$ cat config.mk
export PLATFORM = sky130hd
export DESIGN_NAME = mcp3204_responder_flat
export DESIGN_NICKNAME = d
export VERILOG_FILES = /design/src/rtl/mcp3204_responder_if.sv /design/src/rtl/mcp3204_responder.sv /design/src/flat_wrapper.sv
export SDC_FILE = /design/constraint.sdc
export NUM_CORES = 1
export LEC_CHECK = 0
export CAP_MARGIN = 20
export CELL_PAD_IN_SITES_DETAIL_PLACEMENT = 0
export CELL_PAD_IN_SITES_GLOBAL_PLACEMENT = 1
export CORE_ASPECT_RATIO = 1.2
export CORE_UTILIZATION = 43
export CTS_CLUSTER_DIAMETER = 30
export DETAILED_ROUTE_END_ITERATION = 7
export GPL_ROUTABILITY_DRIVEN = 0
export MAX_ROUTING_LAYER = met4
export PLACE_DENSITY_LB_ADDON = 0.1
export SLEW_MARGIN = 20
export SYNTH_ARGS = -nofsm -noshare
export SYNTH_HDL_FRONTEND = slang
export SYNTH_SLANG_ARGS = --single-unit
$ cat constraint.sdc
create_clock -name clk -period 3.65 [get_ports clk]
set_input_delay 0.73 -clock clk [delete_from_list [all_inputs] [get_ports clk]]
set_output_delay 0.73 -clock clk [all_outputs]
set_load 0.005 [all_outputs]
$ cat src/rtl/mcp3204_responder_if.sv
// SPI pin bundle between an MCP3204-style master and the responder.
// miso is only meaningful while miso_oe is high.
interface mcp3204_responder_if;
   logic sclk;
   logic cs_n;
   logic mosi;
   logic miso;
   logic miso_oe;

   modport master (
      output sclk, cs_n, mosi,
      input  miso, miso_oe
   );

   modport slave (
      input  sclk, cs_n, mosi,
      output miso, miso_oe
   );
endinterface

$ cat src/rtl/mcp3204_responder.sv
// Oversampled SPI responder emulating an MCP3204 4-channel 12-bit ADC.
// Host-written channel registers supply the value returned in each frame.
module mcp3204_responder #(
   parameter int          SYNC_STAGES = 2,
   parameter logic [11:0] RESET_VALUE = 12'h000,
   parameter int          COUNT_WIDTH = 16
) (
   input  logic                   clk,
   input  logic                   reset_n,
   mcp3204_responder_if.slave     spi,
   input  logic                   wr_en,
   input  logic [1:0]             wr_addr,
   input  logic [11:0]            wr_data,
   output logic                   conv_done,
   output logic [2:0]             conv_chan,
   output logic [COUNT_WIDTH-1:0] conv_count
);

   typedef enum logic [2:0] {
      IDLE, WAIT_START, CMD, SAMPLE, DATA, TRAIL
   } state_t;

   state_t state, state_n;

   logic [SYNC_STAGES-1:0] sclk_sync, cs_sync, mosi_sync;
   logic sclk_s, cs_s, mosi_s, sclk_d, cs_d;
   logic rise, fall, cs_rise, cs_fall;

   logic [11:0] ch [4];
   logic [11:0] ch_a, ch_b, result, sh, sh_n;
   logic [12:0] diff;
   logic [3:0]  cnt, cnt_n;
   logic [2:0]  cmd, cmd_n, chan_n;
   logic        miso_q, miso_n, oe_q, oe_n, done_n;
   logic [COUNT_WIDTH-1:0] count_n;

   // cs_n sync resets low so a cs_n held low across reset never looks like a fall
   always_ff @(posedge clk or negedge reset_n) begin
      if (!reset_n) begin
         sclk_sync <= '0;
         cs_sync   <= '0;
         mosi_sync <= '0;
         sclk_d    <= 1'b0;
         cs_d      <= 1'b0;
      end else begin
         sclk_sync <= {sclk_sync[SYNC_STAGES-2:0], spi.sclk};
         cs_sync   <= {cs_sync[SYNC_STAGES-2:0], spi.cs_n};
         mosi_sync <= {mosi_sync[SYNC_STAGES-2:0], spi.mosi};
         sclk_d    <= sclk_s;
         cs_d      <= cs_s;
      end
   end

   assign sclk_s  = sclk_sync[SYNC_STAGES-1];
   assign cs_s    = cs_sync[SYNC_STAGES-1];
   assign mosi_s  = mosi_sync[SYNC_STAGES-1];
   assign rise    = sclk_s & ~sclk_d;
   assign fall    = ~sclk_s & sclk_d;
   assign cs_rise = cs_s & ~cs_d;
   assign cs_fall = ~cs_s & cs_d;

   always_ff @(posedge clk or negedge reset_n) begin
      if (!reset_n) begin
         for (int i = 0; i < 4; i++) ch[i] <= RESET_VALUE;
      end else if (wr_en) begin
         ch[wr_addr] <= wr_data;
      end
   end

   // pseudo-differential pairs are (0,1) and (2,3); D0 picks the minuend
   assign ch_a   = ch[cmd[1:0]];
   assign ch_b   = ch[{cmd[1], ~cmd[0]}];
   assign diff   = {1'b0, ch_a} - {1'b0, ch_b};
   assign result = cmd[2] ? ch_a : (diff[12] ? 12'h000 : diff[11:0]);

   always_ff @(posedge clk or negedge reset_n) begin
      if (!reset_n) begin
         state      <= IDLE;
         cnt        <= '0;
         cmd        <= '0;
         sh         <= '0;
         miso_q     <= 1'b0;
         oe_q       <= 1'b0;
         conv_done  <= 1'b0;
         conv_chan  <= '0;
         conv_count <= '0;
      end else begin
         state      <= state_n;
         cnt        <= cnt_n;
         cmd        <= cmd_n;
         sh         <= sh_n;
         miso_q     <= miso_n;
         oe_q       <= oe_n;
         conv_done  <= done_n;
         conv_chan  <= chan_n;
         conv_count <= count_n;
      end
   end

   always_comb begin
      state_n = state;
      cnt_n   = cnt;
      cmd_n   = cmd;
      sh_n    = sh;
      miso_n  = miso_q;
      oe_n    = oe_q;
      done_n  = 1'b0;
      chan_n  = conv_chan;
      count_n = conv_count;
      unique case (state)
         IDLE: begin
            if (cs_fall) state_n = WAIT_START;
         end
         WAIT_START: begin
            if (rise && mosi_s) begin
               state_n = CMD;
               cnt_n   = '0;
            end
         end
         CMD: begin
            if (rise) begin
               case (cnt[1:0])
                  2'd0:    cmd_n[2] = mosi_s;
                  2'd2:    cmd_n[1] = mosi_s;
                  2'd3:    cmd_n[0] = mosi_s;
                  default: ;
               endcase
               cnt_n = cnt + 4'd1;
               if (cnt == 4'd3) begin
                  state_n = SAMPLE;
                  cnt_n   = '0;
               end
            end
         end
         SAMPLE: begin
            if (rise && cnt == 4'd0) begin
               sh_n  = result;
               cnt_n = 4'd1;
            end else if (fall && cnt == 4'd1) begin
               miso_n  = 1'b0;
               oe_n    = 1'b1;
               state_n = DATA;
               cnt_n   = '0;
            end
         end
         DATA: begin
            if (fall && cnt != 4'd12) begin
               miso_n = sh[11];
               sh_n   = {sh[10:0], 1'b0};
               cnt_n  = cnt + 4'd1;
            end else if (rise && cnt == 4'd12) begin
               done_n  = 1'b1;
               chan_n  = cmd;
               count_n = conv_count + COUNT_WIDTH'(1);
               state_n = TRAIL;
            end
         end
         TRAIL: begin
            if (fall) miso_n = 1'b0;
         end
         default: state_n = IDLE;
      endcase
      if (cs_rise) begin
         state_n = IDLE;
         miso_n  = 1'b0;
         oe_n    = 1'b0;
      end
   end

   assign spi.miso    = miso_q;
   assign spi.miso_oe = oe_q;

endmodule
$ cat src/flat_wrapper.sv
// flat-port wrapper written by rule: the top's interface ports become plain ports
module mcp3204_responder_flat 
#(
   parameter int          SYNC_STAGES = 2,
   parameter logic [11:0] RESET_VALUE = 12'h000,
   parameter int          COUNT_WIDTH = 16
)
  (clk, reset_n, wr_en, wr_addr, wr_data, conv_done, conv_chan, conv_count, spi_sclk, spi_cs_n, spi_mosi, spi_miso, spi_miso_oe);
  mcp3204_responder_if spi_i ();
  input  logic clk;
  input  logic reset_n;
  input  logic wr_en;
  input  logic [1:0] wr_addr;
  input  logic [11:0] wr_data;
  output logic conv_done;
  output logic [2:0] conv_chan;
  output logic [COUNT_WIDTH-1:0] conv_count;
  input wire logic [$bits(spi_i.sclk)-1:0] spi_sclk;
  input wire logic [$bits(spi_i.cs_n)-1:0] spi_cs_n;
  input wire logic [$bits(spi_i.mosi)-1:0] spi_mosi;
  output wire logic [$bits(spi_i.miso)-1:0] spi_miso;
  output wire logic [$bits(spi_i.miso_oe)-1:0] spi_miso_oe;
  assign spi_i.sclk = spi_sclk;
  assign spi_i.cs_n = spi_cs_n;
  assign spi_i.mosi = spi_mosi;
  assign spi_miso = spi_i.miso;
  assign spi_miso_oe = spi_i.miso_oe;
  mcp3204_responder #(.SYNC_STAGES(SYNC_STAGES), .RESET_VALUE(RESET_VALUE), .COUNT_WIDTH(COUNT_WIDTH)) u_core (.clk(clk), .reset_n(reset_n), .spi(spi_i), .wr_en(wr_en), .wr_addr(wr_addr), .wr_data(wr_data), .conv_done(conv_done), .conv_chan(conv_chan), .conv_count(conv_count));
endmodule
==> results of run 1 <==
## logic make-up (layout without fill, tap and decap cells)
logic type,count (synthesis),in the layout,share of synthesized area
simple gates,109,109,0.106
flops,100,100,0.463
compound gates,88,88,0.106
mux,86,86,0.215
buf+inv,41,90,0.0299
xor+xnor,23,23,0.0373
fa+ha+maj,18,18,0.0431
## how the worst min path moves through the flow
stage	depth (start not counted)	start	endpoint
after detailed placement	0	u_core.mosi_sync[0]	u_core.mosi_sync[1]
final	0	u_core.mosi_sync[0]	u_core.mosi_sync[1]
after CTS	0	u_core.mosi_sync[0]	u_core.mosi_sync[1]
after global placement	0	u_core.cs_sync[0]	u_core.cs_sync[1]
after floorplan	0	u_core.cs_sync[0]	u_core.cs_sync[1]
after global routing	0	u_core.mosi_sync[0]	u_core.mosi_sync[1]
## critical path, delay by kind of cell (launching register included)
family,cells,cell delay [ps]
compound gates,6,1260
mux,1,250
flops,1,390
buf+inv,2,280
fa+ha+maj,2,660
simple gates,2,200
## cell usage after synthesis, types with 2 or more instances
master / number / area share
mux2_2: 59 / 0.12
or2b_1: 2 / 0.0028
a21o_1: 4 / 0.0056
nor2b_1: 7 / 0.0081
and3_4: 2 / 0.0042
nand3b_1: 3 / 0.0042
inv_1: 22 / 0.015
or3b_1: 2 / 0.0032
xor2_1: 7 / 0.011
nor3b_1: 3 / 0.0042
a221oi_1: 7 / 0.011
clkbuf_1: 13 / 0.0090
dfrtp_1: 100 / 0.46
mux2i_1: 9 / 0.017
nand4_1: 4 / 0.0046
o31ai_1: 3 / 0.0042
nor2_1: 29 / 0.020
o21a_1: 2 / 0.0028
a31oi_1: 3 / 0.0035
and3_1: 5 / 0.0058
buf_1: 5 / 0.0035
mux4_2: 18 / 0.075
o21ai_0: 21 / 0.019
nand2_1: 28 / 0.019
nand2b_1: 4 / 0.0046
ha_1: 17 / 0.039
nor4b_1: 2 / 0.0032
nand3_1: 10 / 0.0093
a211oi_1: 5 / 0.0069
a22o_1: 2 / 0.0032
o22ai_1: 3 / 0.0035
o211ai_1: 5 / 0.0069
and2_1: 2 / 0.0023
xnor2_1: 16 / 0.026
a311oi_1: 2 / 0.0032
a21oi_1: 22 / 0.020
## registers in the layout, indices dropped and copies added, names as in the netlist
signal,cells
u_core.mosi_sync,2
u_core.state,3
u_core.spi.miso_oe,1
u_core.cs_sync,2
u_core.sclk_d,1
u_core.cs_d,1
u_core.conv_count,16
u_core.conv_done,1
u_core.sclk_sync,2
u_core.sh,12
u_core.conv_chan,3
u_core.spi.miso,1
u_core.cmd,3
u_core.ch,48
u_core.cnt,4
## metrics by stage
stage | cells | util | total power [mW] | setup slack, ps | instance area, um^2
final | 675 | 0.524 | 3.67 | 465 | 6370
after global routing | 675 | 0.524 | 3.89 | 121 | 6370
after CTS | 675 | 0.523 | 3.69 | 280 | 6370
after detailed placement | 659 | 0.497 | 2.65 | 290 | 6050
after global placement | 659 | 0.497 | 2.62 | 317 | 6050
after floorplan | 465 | - | 2.32 | 54.0 | 5400
## power by group through the flow
stage / clock [mW] / combinational [mW] / sequential, mW
finish: 1.04 / 1.16 / 1.47
global route: 1.10 / 1.29 / 1.50
CTS: 1.06 / 1.16 / 1.47
detailed placement: 0 / 1.16 / 1.49
global placement: 0 / 1.14 / 1.48
floorplan: 0 / 0.912 / 1.41
## area by class of cell
class | count | area share
Multi-Input combinational cell | 324 | 0.432
Sequential cell | 100 | 0.393
Timing Repair Buffer | 52 | 0.0809
Clock buffer | 13 | 0.0393
Tap cell | 161 | 0.0316
Inverter | 22 | 0.0130
Clock inverter | 3 | 0.0108
## routing by layer
layer,part of all wire,GRT usage,up-vias
li1,-,-,1781
met1,0.46,0.252,1925
met2,0.49,0.313,71
met3,0.037,0.0293,14
met4,0.017,0.0731,0
met5,0,-,-
==> results.yml, run 1 <==
hold_path:
  hp-class: "flip-flop to flip-flop"
clocking:
  cts_buffers: 9
  clock_latency_ps: 340
  post_cts_buffers: 0
  clk_pin_slew_ps: 70
  clock_path_buffers: 2
  root_buffer: "clkbuf_16"
  htreeDepth: 3
  cts.sinks: 100
  cts_hold_buf: 0
  cts_tree: "done"
  cts_resized: 0
sta:
  fin_setup_tns_ps: 0
  finalMaxSlewViolations: 0
  fin_skew_ps: 3.96
  fmax_mhz: 314
  rsz0062_at_grt: "false"
  worstMarginPinSlew_ps: 831
  period_needed_ps: 3190
  period_share: 0.873
  finalSetupViolations: 0
  hold_viol: 0
  slew_headroom: 0.444
  whs_ps: 349
floorplan:
  die_w_um: 104
  fp.dieH_um: 125
  fp.dieArea_um2: 13000
  ios: 42
  initial_core_util: 0.444
  placementRows: 44
  core-area_um2: 12200
setup_path:
  critPathLaunch: "u_core.cmd[1]"
  critPathArrivalTime_ps: 3380
  crit_type: "flip-flop to flip-flop"
  worst-path-max-fanout: 11
  crit_slowest_cell: "fa_1"
  reg2reg_slack_ps: 460
  critPathRequiredTime_ps: 3850
  crit_path_end: "u_core.sh[5]"
  timing.rr.start: "u_core.cmd[1]"
  critPathMaxStageDelay_ps: 430
  crit_chain: "buf_4 -> mux2i_1 -> nand2_1 -> o21ai_0 -> ha_1 -> inv_1 -> fa_1 -> a211oi_1 -> o21ai_0 -> nand3_1 -> a21oi_2 -> a221oi_1 -> a211oi_1"
  reg2reg_depth: 13
  rr_endpoint: "u_core.sh[5]"
  cp-end-kind: "flip-flop"
  crit_path_start_kind: "flip-flop"
logic_synthesis:
  yosysSeqAreaShare: 0.463
  synth_edf_count: 0
  synth_cell_type_count: 53
  syn_nets: 503
  synthArstFlopShare: 1.00
  ys.flop_type: "dfrtp_1"
  synth-seq-cells: 100
  yosysWarnings: 0
  avgSynthCellArea_um2: 11.6
  syn_area_um2: 5400
  syn-instance-count: 465
power_and_ir_drop:
  p_leak_nw: 2.68
  peakVddDrop_v: 0.000295
  switching_share: 0.318
  cell_internal_pwr_mw: 2.50
  seq_power_share: 0.401
  comb_power_share: 0.316
  clkPwrFrac: 0.283
  p_per_area_nw_per_um2: 577
  switchingPower_mw: 1.17
placed_design:
  place_hpwl_um: 8290
  io_buffers: 41
finish:
  fin_nets: 547
  multiInputGateArea_um2: 2750
  final_common_cell: "dfrtp_1"
  area_delta_synth_final_pct: 17.9
  fillers: 1067
  final_cell_mix: "100 x dfrtp_1, 59 x mux2_2, 40 x clkdlybuf4s50_1, 29 x nor2_1, 28 x nand2_1"
  final_layout_size_suffix_gt1_frac: 0.216
  seq_area_um2: 2500
  n_antenna_cell: 0
global_routing:
  grt_overflow: 0
  grt_pass1_vias: 3850
  antenna_found_initial: 0
  grt_first_pass_wirelength_um: 19500
  grtUsageTotal: 0.196
  grt_max_degree: 52
job:
  maxCapViolations: 0
routing:
  dr.pass1.iters: 4
  drt-vias-per-instance: 5.62
  drt-initial-drc-count: 210
  drcViolationCount: 0
  vias: 3791
  ant_nets: 0
  drt-total-wl_um: 11500
  wire_per_inst_um: 17.1
run_status:
  status: "completed"
No activity file was read; power rests on OpenSTA's default activity.
==> inputs of run 2 (changes only) <==
--- a/config.mk
+++ b/config.mk
@@ -14,7 +14,7 @@
 export DETAILED_ROUTE_END_ITERATION = 7
 export GPL_ROUTABILITY_DRIVEN = 0
 export MAX_ROUTING_LAYER = met4
-export PLACE_DENSITY_LB_ADDON = 0.1
+export PLACE_DENSITY = 0.75
 export SLEW_MARGIN = 20
 export SYNTH_ARGS = -nofsm -noshare
 export SYNTH_HDL_FRONTEND = slang
==> results.yml, run 2 (synthesis gave the netlist of run 1 again) <==
run_status:
  status: "completed"
job:
  maxCapViolations: 0
setup_path:
  crit_type: "flip-flop to flip-flop"
  critPathLaunch: "u_core.cmd[0]"
  reg2reg_depth: 9
  critPathArrivalTime_ps: 3610
  crit_slowest_cell: "a21oi_1"
  worst-path-max-fanout: 27
  cp-end-kind: "flip-flop"
  timing.rr.start: "u_core.cmd[0]"
  crit_path_start_kind: "flip-flop"
  crit_chain: "buf_12 -> mux4_2 -> ha_1 -> and3_1 -> and3_1 -> nand3_1 -> a21oi_1 -> a221oi_1 -> a311oi_1"
  reg2reg_slack_ps: 280
  critPathMaxStageDelay_ps: 690
  critPathRequiredTime_ps: 3900
  critPathMostFrequentCell: "and3_1"
  crit_path_end: "u_core.sh[2]"
  rr_endpoint: "u_core.sh[2]"
global_routing:
  grt_pass1_vias: 3762
  grt_overflow: 0
  grt_first_pass_wirelength_um: 19300
  use_met1: 0.261
  grtUsageTotal: 0.193
  busiest_layer: "met2"
  grt_use_met3: 0.0351
  grt_max_degree: 50
  antenna_found_initial: 0
  grt_util_met2: 0.289
sta:
  rsz0062_at_grt: "false"
  finalSetupViolations: 0
  setup_slack_ps: 285
  fin_setup_tns_ps: 0
  slew_headroom: 0.441
  period_needed_ps: 3370
  finalMaxSlewViolations: 0
  period_share: 0.922
  worstMarginPinSlew_ps: 838
  fmax_mhz: 297
  hold_viol: 0
  fin_skew_ps: 7.69
clocking:
  cts_resized: 0
  cts_tree: "done"
  htreeDepth: 3
  cts.sinks: 100
  clock_path_buffers: 2
  clock_latency_ps: 350
  post_cts_buffers: 0
  cts_hold_buf: 0
  root_buffer: "clkbuf_16"
  cts_buffers: 9
  clk_pin_slew_ps: 70
placed_design:
  place_inst: 659
  place_hpwl_um: 8210
  pre_cts_slack_ps: 279
  io_buffers: 41
routing:
  vias: 3744
  drcViolationCount: 0
  drt-initial-drc-count: 134
  drt-vias-per-instance: 5.55
  ant_nets: 0
  dr.pass1.iters: 4
  wire_per_inst_um: 16.7
  drt-total-wl_um: 11300
finish:
  largest_reg_flops: 48
  seq_area_um2: 2500
  utilization: 0.522
  finalNonFillerCells: 675
  reg_top3: "u_core.ch (48), u_core.conv_count (16), u_core.sh (12)"
  final_layout_size_suffix_gt1_frac: 0.222
  area_delta_synth_final_pct: 17.6
  final_common_cell: "dfrtp_1"
  n_antenna_cell: 0
  regMostFlops: "u_core.ch"
  fillers: 1060
  final_cell_mix: "99 x dfrtp_1, 59 x mux2_2, 40 x clkdlybuf4s50_1, 29 x nor2_1, 28 x nand2_1"
  fin_nets: 547
  multiInputGateArea_um2: 2750
power_and_ir_drop:
  peakVddDrop_v: 0.000541
  p_per_area_nw_per_um2: 570
  p_leak_nw: 2.67
floorplan:
  fp.dieH_um: 125
  ios: 42
  core-area_um2: 12200
  initial_core_util: 0.444
  placementRows: 44
  die_w_um: 104
  fp.dieArea_um2: 13000
hold_path:
  hp-class: "flip-flop to flip-flop"
  holdPathStages: 0
[run 2: cell types whose count changed in the layout (fill, tap and decap cells not counted), sizes merged]
cell	before	now
bufinv	2	1
clkinvlp	0	1
inv	23	24
clkbuf	13	12
[run 2: critical path: cells and delay by family, from the launching register on]
family	cells	cell delay (ps)
AO/OA/AOI/OAI	3	1170
multiplexers	1	560
AND/OR/NAND/NOR	3	510
buffers and inverters	1	190
adder cells (fa/ha/maj)	1	450
flip-flops	1	370
[run 2: report_power, final]
| part | switching [mW] | internal, mW |
|---|---|---|
| clock network | 0.422 | 0.574 |
| registers | 0.175 | 1.30 |
| logic | 0.580 | 0.572 |
[run 2: worst min path at each step]
stage	start	end	slack, ps
after global placement	u_core.sclk_sync[0]	u_core.sclk_sync[1]	330
after global routing	u_core.mosi_sync[0]	u_core.mosi_sync[1]	360
after floorplan	u_core.cs_sync[0]	u_core.cs_sync[1]	330
after CTS	u_core.mosi_sync[0]	u_core.mosi_sync[1]	350
after detailed placement	u_core.mosi_sync[0]	u_core.mosi_sync[1]	330
final	u_core.mosi_sync[0]	u_core.mosi_sync[1]	350
[run 2: per-layer routing]
layer,vias to the layer above,part of all wire
met4,0,0.020
met2,45,0.47
li1,1785,-
met3,18,0.022
met5,-,0
met1,1896,0.49
[run 2: through the flow]
stage / area, um^2 / hold slack (ps) / power, mW
after floorplan: 5400 / 331 / 2.32
after global placement: 6030 / 334 / 2.61
after detailed placement: 6030 / 335 / 2.64
after CTS: 6350 / 350 / 3.64
after global routing: 6350 / 358 / 3.86
final: 6350 / 349 / 3.62
[run 2: final cells by class]
type / instances / area share
multi-input cells: 324 / 0.433
clock buffers: 12 / 0.0404
well taps: 161 / 0.0317
clock inverters: 4 / 0.00866
repair buffers: 52 / 0.0792
flip-flops and latches: 100 / 0.394
inverters: 22 / 0.0130
